[src/rtl/hdmi_timing_if.sv]
// hdmi_timing_if -- configuration handshake and timing outputs of the HDMI
// timing generator, bundled as one interface.
//   cfg_ready   : transmitter I2C configuration complete (into generator)
//   cfg_err     : I2C configuration failure (into generator)
//   hsync/vsync : sync outputs, polarity set by generator parameters
//   de          : data enable, high during active video
//   x, y        : pixel/line position of the current output cycle
//   line_start  : one-cycle pulse at x=0
//   frame_start : one-cycle pulse at x=0, y=0
//   running     : high while the generator is in RUN or DRAIN
// modport master is the generator side, modport slave the consumer side.
interface hdmi_timing_if;
    logic        cfg_ready;
    logic        cfg_err;
    logic        hsync;
    logic        vsync;
    logic        de;
    logic [11:0] x;
    logic [11:0] y;
    logic        line_start;
    logic        frame_start;
    logic        running;

    modport master (
        input  cfg_ready, cfg_err,
        output hsync, vsync, de, x, y, line_start, frame_start, running
    );

    modport slave (
        output cfg_ready, cfg_err,
        input  hsync, vsync, de, x, y, line_start, frame_start, running
    );
endinterface

[src/rtl/hdmi_timing_gen.sv]
// hdmi_timing_gen -- video timing generator gated by the HDMI transmitter's
// I2C configuration status.
//   clk   : pixel clock, the only clock
//   reset : synchronous, active-high
//   tif   : hdmi_timing_if.master (cfg_ready/cfg_err in; sync, de, x, y,
//           line_start, frame_start, running out)
// Line layout is active, front porch, sync, back porch; the frame uses the
// same layout in lines. H_TOTAL and V_TOTAL must each be <= 4096.
// All outputs are registered decodes of the (h,v) counters, one cycle behind.
module hdmi_timing_gen #(
    parameter int H_ACTIVE = 640,
    parameter int H_FP     = 16,
    parameter int H_SYNC   = 96,
    parameter int H_BP     = 48,
    parameter int V_ACTIVE = 480,
    parameter int V_FP     = 10,
    parameter int V_SYNC   = 2,
    parameter int V_BP     = 33,
    parameter bit HS_POL   = 1'b0,
    parameter bit VS_POL   = 1'b0
) (
    input  logic          clk,
    input  logic          reset,
    hdmi_timing_if.master tif
);

    localparam int H_TOTAL = H_ACTIVE + H_FP + H_SYNC + H_BP;
    localparam int V_TOTAL = V_ACTIVE + V_FP + V_SYNC + V_BP;

    localparam logic [11:0] H_LAST = 12'(H_TOTAL - 1);
    localparam logic [11:0] V_LAST = 12'(V_TOTAL - 1);

    // 13-bit bounds so a sync region ending exactly at 4096 still compares.
    localparam logic [12:0] H_ACT_END  = 13'(H_ACTIVE);
    localparam logic [12:0] H_SYNC_BEG = 13'(H_ACTIVE + H_FP);
    localparam logic [12:0] H_SYNC_END = 13'(H_ACTIVE + H_FP + H_SYNC);
    localparam logic [12:0] V_ACT_END  = 13'(V_ACTIVE);
    localparam logic [12:0] V_SYNC_BEG = 13'(V_ACTIVE + V_FP);
    localparam logic [12:0] V_SYNC_END = 13'(V_ACTIVE + V_FP + V_SYNC);

    typedef enum logic [1:0] {
        IDLE  = 2'd0,
        RUN   = 2'd1,
        DRAIN = 2'd2
    } state_t;

    state_t      state_q, state_d;
    logic [11:0] h_q, h_d;
    logic [11:0] v_q, v_d;

    logic        hsync_q, hsync_d;
    logic        vsync_q, vsync_d;
    logic        de_q, de_d;
    logic [11:0] x_q, x_d;
    logic [11:0] y_q, y_d;
    logic        line_start_q, line_start_d;
    logic        frame_start_q, frame_start_d;
    logic        running_q, running_d;

    logic        h_last, v_last;
    logic [11:0] h_nxt, v_nxt;
    logic        active;
    logic [12:0] h_ext, v_ext;

    assign h_last = (h_q == H_LAST);
    assign v_last = (v_q == V_LAST);
    assign h_nxt  = h_last ? 12'd0 : h_q + 12'd1;
    assign v_nxt  = h_last ? (v_last ? 12'd0 : v_q + 12'd1) : v_q;

    // Next state and counters.
    always_comb begin
        state_d = state_q;
        h_d     = h_q;
        v_d     = v_q;
        case (state_q)
            IDLE: begin
                if (tif.cfg_ready) begin
                    state_d = RUN;
                    h_d     = 12'd0;
                    v_d     = 12'd0;
                end
            end
            RUN: begin
                h_d = h_nxt;
                v_d = v_nxt;
                // If configuration drops on the last pixel of a frame, that
                // frame is already complete, so there is nothing to drain.
                if (!tif.cfg_ready)
                    state_d = (h_last && v_last) ? IDLE : DRAIN;
            end
            DRAIN: begin
                // cfg_ready is deliberately ignored here: re-entry to RUN
                // only happens from IDLE.
                h_d = h_nxt;
                v_d = v_nxt;
                if (h_last && v_last)
                    state_d = IDLE;
            end
            default: begin
                state_d = IDLE;
                h_d     = 12'd0;
                v_d     = 12'd0;
            end
        endcase
        if (tif.cfg_err) begin
            state_d = IDLE;
            h_d     = 12'd0;
            v_d     = 12'd0;
        end
    end

    // Output decode of the current counters; cfg_err forces idle values on
    // the same edge that forces the state to IDLE.
    assign active = (state_q != IDLE) && !tif.cfg_err;
    assign h_ext  = {1'b0, h_q};
    assign v_ext  = {1'b0, v_q};

    always_comb begin
        hsync_d       = ~HS_POL;
        vsync_d       = ~VS_POL;
        de_d          = 1'b0;
        x_d           = 12'd0;
        y_d           = 12'd0;
        line_start_d  = 1'b0;
        frame_start_d = 1'b0;
        running_d     = 1'b0;
        if (active) begin
            de_d          = (h_ext < H_ACT_END) && (v_ext < V_ACT_END);
            hsync_d       = ((h_ext >= H_SYNC_BEG) && (h_ext < H_SYNC_END))
                            ? HS_POL : ~HS_POL;
            // v only moves on the h wrap, so vsync changes only at x=0.
            vsync_d       = ((v_ext >= V_SYNC_BEG) && (v_ext < V_SYNC_END))
                            ? VS_POL : ~VS_POL;
            x_d           = h_q;
            y_d           = v_q;
            line_start_d  = (h_q == 12'd0);
            frame_start_d = (h_q == 12'd0) && (v_q == 12'd0);
            running_d     = 1'b1;
        end
    end

    always_ff @(posedge clk) begin
        if (reset) begin
            state_q       <= IDLE;
            h_q           <= 12'd0;
            v_q           <= 12'd0;
            hsync_q       <= ~HS_POL;
            vsync_q       <= ~VS_POL;
            de_q          <= 1'b0;
            x_q           <= 12'd0;
            y_q           <= 12'd0;
            line_start_q  <= 1'b0;
            frame_start_q <= 1'b0;
            running_q     <= 1'b0;
        end else begin
            state_q       <= state_d;
            h_q           <= h_d;
            v_q           <= v_d;
            hsync_q       <= hsync_d;
            vsync_q       <= vsync_d;
            de_q          <= de_d;
            x_q           <= x_d;
            y_q           <= y_d;
            line_start_q  <= line_start_d;
            frame_start_q <= frame_start_d;
            running_q     <= running_d;
        end
    end

    assign tif.hsync       = hsync_q;
    assign tif.vsync       = vsync_q;
    assign tif.de          = de_q;
    assign tif.x           = x_q;
    assign tif.y           = y_q;
    assign tif.line_start  = line_start_q;
    assign tif.frame_start = frame_start_q;
    assign tif.running     = running_q;

endmodule

[src/flat_wrapper.sv]
// flat-port wrapper written by rule: the top's interface ports become plain ports
module hdmi_timing_gen_flat 
#(
    parameter int H_ACTIVE = 640,
    parameter int H_FP     = 16,
    parameter int H_SYNC   = 96,
    parameter int H_BP     = 48,
    parameter int V_ACTIVE = 480,
    parameter int V_FP     = 10,
    parameter int V_SYNC   = 2,
    parameter int V_BP     = 33,
    parameter bit HS_POL   = 1'b0,
    parameter bit VS_POL   = 1'b0
)
  (clk, reset, tif_cfg_ready, tif_cfg_err, tif_hsync, tif_vsync, tif_de, tif_x, tif_y, tif_line_start, tif_frame_start, tif_running);
  hdmi_timing_if tif_i ();
  input  logic clk;
  input  logic reset;
  input wire logic [$bits(tif_i.cfg_ready)-1:0] tif_cfg_ready;
  input wire logic [$bits(tif_i.cfg_err)-1:0] tif_cfg_err;
  output wire logic [$bits(tif_i.hsync)-1:0] tif_hsync;
  output wire logic [$bits(tif_i.vsync)-1:0] tif_vsync;
  output wire logic [$bits(tif_i.de)-1:0] tif_de;
  output wire logic [$bits(tif_i.x)-1:0] tif_x;
  output wire logic [$bits(tif_i.y)-1:0] tif_y;
  output wire logic [$bits(tif_i.line_start)-1:0] tif_line_start;
  output wire logic [$bits(tif_i.frame_start)-1:0] tif_frame_start;
  output wire logic [$bits(tif_i.running)-1:0] tif_running;
  assign tif_i.cfg_ready = tif_cfg_ready;
  assign tif_i.cfg_err = tif_cfg_err;
  assign tif_hsync = tif_i.hsync;
  assign tif_vsync = tif_i.vsync;
  assign tif_de = tif_i.de;
  assign tif_x = tif_i.x;
  assign tif_y = tif_i.y;
  assign tif_line_start = tif_i.line_start;
  assign tif_frame_start = tif_i.frame_start;
  assign tif_running = tif_i.running;
  hdmi_timing_gen #(.H_ACTIVE(H_ACTIVE), .H_FP(H_FP), .H_SYNC(H_SYNC), .H_BP(H_BP), .V_ACTIVE(V_ACTIVE), .V_FP(V_FP), .V_SYNC(V_SYNC), .V_BP(V_BP), .HS_POL(HS_POL), .VS_POL(VS_POL)) u_core (.clk(clk), .reset(reset), .tif(tif_i));
endmodule
[config.mk]
export PLATFORM = sky130hd
export DESIGN_NAME = hdmi_timing_gen_flat
export DESIGN_NICKNAME = d
export VERILOG_FILES = /design/src/rtl/hdmi_timing_if.sv /design/src/rtl/hdmi_timing_gen.sv /design/src/flat_wrapper.sv
export SDC_FILE = /design/constraint.sdc
export NUM_CORES = 1
export LEC_CHECK = 0
export CAP_MARGIN = 25
export CORE_MARGIN = 10
export CORE_UTILIZATION = 35
export CTS_BUF_LIST = sky130_fd_sc_hd__clkbuf_4 sky130_fd_sc_hd__clkbuf_8
export DETAILED_ROUTE_END_ITERATION = 6
export PLACE_DENSITY = 0.52
export SYNTH_ARGS = -nofsm -noshare
export SYNTH_HDL_FRONTEND = slang
export SYNTH_SLANG_ARGS = --single-unit
export TNS_END_PERCENT = 50
[constraint.sdc]
create_clock -name clk -period 4.6 [get_ports clk]
set_clock_uncertainty 0.15 [all_clocks]
set_input_delay 0.46 -clock clk [delete_from_list [all_inputs] [get_ports clk]]
set_output_delay 0.46 -clock clk [all_outputs]
set_load 0.02 [all_outputs]
# ---- Yosys cells after proc, flatten, opt, wreduce, memory -nomap -nowiden
# Cells that the tools add are included.
dict set report word_totals {
  output_inout_bits 30
  regBits 56
  elab_cells 58
}
dict set report op_classes {
  n_eq_ne 8
  n_lt_le_gt_ge 6
  addsub 2
  bitwise_logic 1
  n_reduce_logical 16
  muxes 14
}
# op n
set ops {}
lappend ops {{2-to-1 mux 12 bit} 4}
lappend ops {{case mux 12 bit (2 select lines)} 2}
lappend ops {{adder 12 x 1 -> 12 bit, second input constant} 2}
lappend ops {{equality test 12 x 10 -> 1 bit, second input constant} 2}
lappend ops {{zero test 12 bit} 2}
lappend ops {{< comparator 12 x 10 -> 1 bit, second input constant} 2}
lappend ops {{< comparator 12 x 9 -> 1 bit, second input constant} 2}
lappend ops {{>= comparator 12 x 10 -> 1 bit, second input constant} 1}
lappend ops {{>= comparator 12 x 9 -> 1 bit, second input constant} 1}
lappend ops {{2-to-1 mux 2 bit} 4}
lappend ops {{logical AND 1 bit} 6}
lappend ops {{case mux 2 bit (3 select lines)} 1}
lappend ops {{OR reduction 2 bit} 3}
lappend ops {{!= test 2 x 1 -> 1 bit, second input constant} 2}
lappend ops {{!= test 2 bit, second input constant} 2}
lappend ops {{2-to-1 mux 1 bit} 3}
lappend ops {{AND reduction 3 bit} 1}
lappend ops {{equality test 2 x 1 -> 1 bit, second input constant} 1}
lappend ops {{equality test 2 bit, second input constant} 1}
lappend ops {{zero test 2 bit} 1}
lappend ops {{AND reduction 2 bit} 1}
lappend ops {{nonzero test 2 bit} 1}
lappend ops {{zero test 1 bit} 1}
lappend ops {{inverter 1 bit} 1}

# ---- Logic depth before layout (Yosys ltp)
dict set report logic_depth {
  ltp_word 5
  depth_mapped 8
  ltp_nobuf 7
}

# ---- Least setup slack after synthesis
# OpenSTA, ideal clock, no wires.
dict set report synth_path {
  kind {register to register}
  startpoint {reg u_core.state_q[1]}
  endpoint {reg u_core.h_q[5]}
  setup_slack_ps 2625
  t_arrival_ps 1761
  t_required_ps 4385
  path_stages_with_launch 8
  setup_ps 65
  cell_sequence {dfxtp_1 -> inv_1 -> ha_1 -> nor2b_1 -> nor4_4 -> or3_2 -> buf_2 -> nor2_1}
}
dict set report synth_via {
  elab_chain_cells 3
  elab_cells_between_ends 6
}
# item line_no
set synth_rtl {}
lappend synth_rtl {{start: declaration} hdmi_timing_gen.sv:47} ;# state_t state_q, state_d;
lappend synth_rtl {{start signal: assignment} hdmi_timing_gen.sv:156} ;# state_q <= state_d;
lappend synth_rtl {{equality test 2 x 1 -> 1 bit or equality test 2 bit (tied branches)} hdmi_timing_gen.sv:75} ;# case (state_q)
lappend synth_rtl {{OR reduction 2 bit (no line)} n/a}
lappend synth_rtl {{case mux 12 bit (2 select lines)} hdmi_timing_gen.sv:75}
lappend synth_rtl {{end signal: assignment} hdmi_timing_gen.sv:145} ;# h_q <= 12'd0;
lappend synth_rtl {{end signal: assignment} hdmi_timing_gen.sv:157} ;# h_q <= h_d;
lappend synth_rtl {{end: declaration} hdmi_timing_gen.sv:48} ;# logic [11:0] h_q, h_d;
# Several ways; a longest one is shown, not always the timed one.
# A chain may end at the register's enable or synchronous reset.

# ---- Worst setup path in the final report
dict set report layout_path {
  startpoint {reg u_core.state_q[1]}
  endpoint {reg u_core.v_q[6]}
}
dict set report layout_via {
  elab_chain_cells 4
  elab_cells_between_ends 8
}
# item line_no
set layout_rtl {}
lappend layout_rtl {{equality test 2 x 1 -> 1 bit or equality test 2 bit (tied branches)} hdmi_timing_gen.sv:75}
lappend layout_rtl {{OR reduction 2 bit (no line)} n/a}
lappend layout_rtl {{!= test 2 x 1 -> 1 bit (no line)} n/a}
lappend layout_rtl {{AND reduction 2 bit (no line)} n/a}
lappend layout_rtl {{end signal: assignment} hdmi_timing_gen.sv:158} ;# v_q <= v_d;
lappend layout_rtl {{end: declaration} hdmi_timing_gen.sv:49} ;# logic [11:0] v_q, v_d;
# Several ways; a longest one is shown, not always the timed one.

==> results by group <==
Timing
  – Worst-margin pin slew: 798 ps
  – Unrepaired setup endpoints after global routing: no
  – Post-layout minimum cycle time: 2620 ps
  – Endpoints failing hold: 0
  – Final Max Tran Viols: 0
  – Total negative setup slack: 0 ps
  – Max Clk Rate: 382 MHz
  – Max-slew headroom: 46.3%
  – Crit share post-route: 56.9%
  – Final setup vio count: 0

Setup path
  – Worst Path Max Fanout: 11
  – Setup CP Type: reg2reg
  – CP Cell Sequence: inv_1 -> ha_1 -> nor2b_1 -> nor4_4 -> nor3_1 -> o21ai_0 -> o31ai_1
  – Worst Path Arrival: 2700 ps
  – Reg2reg start: u_core.state_q[1]
  – R2r endpoint: u_core.v_q[6]
  – CP endpoint kind: flop
  – Worst Path Buf+Inv: 1
  – Worst path slowest cell: nor3_1
  – Setup crit start kind: flop
  – R2R depth: 7
  – CP Data Required Time: 4690 ps
  – Delay-heaviest family, CP: simple AND/OR/NAND/NOR gates
  – R2r setup slk: 1980 ps
  – Critical Path Max Stage Delay: 560 ps

Floorplan
  – Die ar.: 0.0102 mm²
  – Initial Util: 36.1%
  – I/O pin cnt: 34
  – Std-Cell Rows: 29
  – Die width: 101 µm
  – Area of the core: 0.00639 mm²
  – Die Y: 101 µm

Synthesis
  – Synthesized flop and latch total: 56
  – Ys flop type: dfxtp_1
  – Netlist cell types: 43
  – Post-synth EDFFs: 0
  – Cells after synthesis: 247
  – Post-Syn Area: 0.00230 mm²
  – YS warnings: 0
  – Async set-reset flop share out of synthesis: 0%
  – Syn avg cell area: 9.33 µm²
  – Mapped Nets: 258
  – Sequential fraction of the synthesis area: 48.7%

CTS
  – CTS Hold Bufs: 0
  – TritonCTS clock tree: built
  – Number of setup buffers added after CTS: 0
  – Post-CTS Resized: 0
  – Num CTS Buffers: 5
  – CTS Sinks: 56
  – Clock latency on the worst-skew pair: 310 ps
  – Reg clk slew, reported paths: 110 ps
  – Clock Tree Buf Depth: 2
  – H-tree levels: 2
  – CTS root buf: clkbuf_8

Hold path
  – Hold path startpoint: u_core.h_q[1]
  – Hold crit path type: reg2reg
  – Worst hold stages: 2
  – Min-Delay Endpoint: u_core.h_q[1]

Final layout
  – Fin nets: 288
  – Leading cell type in the layout, fill and taps excluded: dfxtp_1
  – Fill count: 641
  – Area Overhead vs Synth: 21.3%
  – Register area: 0.00112 mm²
  – Post-layout instance count excluding filler cells: 355
  – Footprint of the multi-input gates: 0.00109 mm²
  – N_diodes: 0
  – Commonest non-fill, non-tap cells in the layout: dfxtp_1, clkdlybuf4s50_1, nor2_1, and2_1, nand2_1
  – Share of cells above drive strength 1: 5.76%

Detailed routing
  – Drt total wl: 5090 µm
  – Vias: 1818
  – Routed len/inst: 14.3 µm
  – Residual DRC count: 0
  – Post-DRT Antenna Nets: 0
  – Drt first pass iters: 4
  – Vias per inst: 5.12
  – Initial DRC count: 120

Pwr
  – Comb power frac: 3.5%
  – Reg power frac: 57.4%
  – Power share of the clock group: 39.1%
  – Peak VDD IR: 0.000143 V
  – Leakage: 0.973 nW
  – Internal power: 0.660 mW
  – Power Dens Cells: 304 mW/mm²
  – Sw power: 0.188 mW
  – Sw Ratio: 22.2%

Place
  – Cell count after placement: 346
  – Hpwl dp: 3710 µm
  – # port buffers: 33
  – Gp weighted congestion: 0.755

Flow run
  – Max Cap Viol: 0

Global routing
  – First-pass GRT wire length: 8640 µm
  – Largest net degree at the start of global routing: 21
  – Vias in the first global route: 1781
  – Global Route Usage Sum: 10.2%
  – Initial antenna violation count: 0
  – Congestion Overflow GR: 0

Run status
  – Status: complete, no violations
## layout make-up
class / instances / share of cell area [%]
clock buffer: 5 / 2.46
clock inverter: 3 / 1.66
inverter: 8 / 1.07
multi-input combinational: 172 / 39.1
sequential: 56 / 40.1
tap: 77 / 3.45
timing repair buffer: 34 / 12.1
## per-layer routing
layer	track usage, %	wire length, µm	up-vias
li1	-	-	929
met1	13.4	2370	834
met2	15.3	2270	48
met3	3.43	396	7
met4	3.22	60	0
met5	0	0	-
## worst min-delay path: stages (launching register included)
cell     delay [ps]
dfxtp_1         350
nand2_1          60
a21oi_1          50
## state kept, by name, summed over array words and instances (netlist names)
name	cells
u_core.h_q	12
u_core.tif.x	12
u_core.tif.y	12
u_core.v_q	12
u_core.state_q	2
u_core.tif.de	1
u_core.tif.frame_start	1
u_core.tif.hsync	1
u_core.tif.line_start	1
u_core.tif.running	1
u_core.tif.vsync	1
## how the worst max path moves through the flow
| stage | startpoint | end | slack [ps] | depth (start not counted) |
|---|---|---|---|---|
| after CTS | u_core.state_q[1] | u_core.v_q[8] | 1990 | 7 |
| final | u_core.state_q[1] | u_core.v_q[6] | 1980 | 7 |
| after detailed placement | tif_cfg_err | u_core.tif.frame_start | 1780 | 6 |
| after global routing | u_core.state_q[1] | u_core.v_q[3] | 1650 | 7 |
| after global placement | tif_cfg_err | u_core.tif.frame_start | 1760 | 6 |
| after floorplan | u_core.state_q[1] | u_core.h_q[5] | 2620 | 7 |
## kinds of logic (layout without fill, tap and decap cells)
kind of cell / Yosys count / count (layout) / synth area share (%)
compound gates: 33 / 33 / 9.18
xor+xnor: 12 / 12 / 4.56
fa+ha+maj: 7 / 7 / 3.80
buf+inv: 19 / 50 / 3.86
flops: 56 / 56 / 48.7
simple gates: 120 / 120 / 29.9
## power groups by stage
stage                     clock, mW  combinational, mW  sequential (mW)
after global placement            0             0.0288            0.498
final                         0.332             0.0293            0.487
after floorplan                   0             0.0181            0.499
after CTS                     0.343             0.0292            0.487
after global routing          0.359             0.0334            0.488
after detailed placement          0             0.0290            0.498
## through the flow
| stage | util (%) | instance area, µm² | power (mW) | setup slack [ps] | hold slack (ps) |
|---|---|---|---|---|---|
| after floorplan | - | 2300 | 0.517 | 2620 | 288 |
| after global placement | 41.8 | 2670 | 0.527 | 1760 | 342 |
| after detailed placement | 41.8 | 2670 | 0.527 | 1780 | 339 |
| after CTS | 43.6 | 2790 | 0.859 | 1990 | 354 |
| after global routing | 43.8 | 2790 | 0.879 | 1650 | 372 |
| final | 43.8 | 2790 | 0.848 | 1980 | 352 |
## cells in the mapped netlist (4+ instances only)
library cell / count / area [µm²]
dfxtp_1: 56 / 1120
nor2_1: 21 / 78.8
and2_1: 19 / 119
nand2_1: 18 / 67.6
nor3_1: 13 / 65.1
o21ai_0: 10 / 50.1
xor2_1: 10 / 87.6
nand4_1: 9 / 56.3
inv_1: 8 / 30.0
a21oi_1: 7 / 35.0
clkbuf_1: 7 / 26.3
ha_1: 7 / 87.6
nand3_1: 7 / 35.0
nor3b_1: 6 / 45.0
nor4_1: 5 / 31.3
o31ai_1: 5 / 37.5
and4_1: 4 / 35.0
No activity file was read; power rests on OpenSTA's default activity.
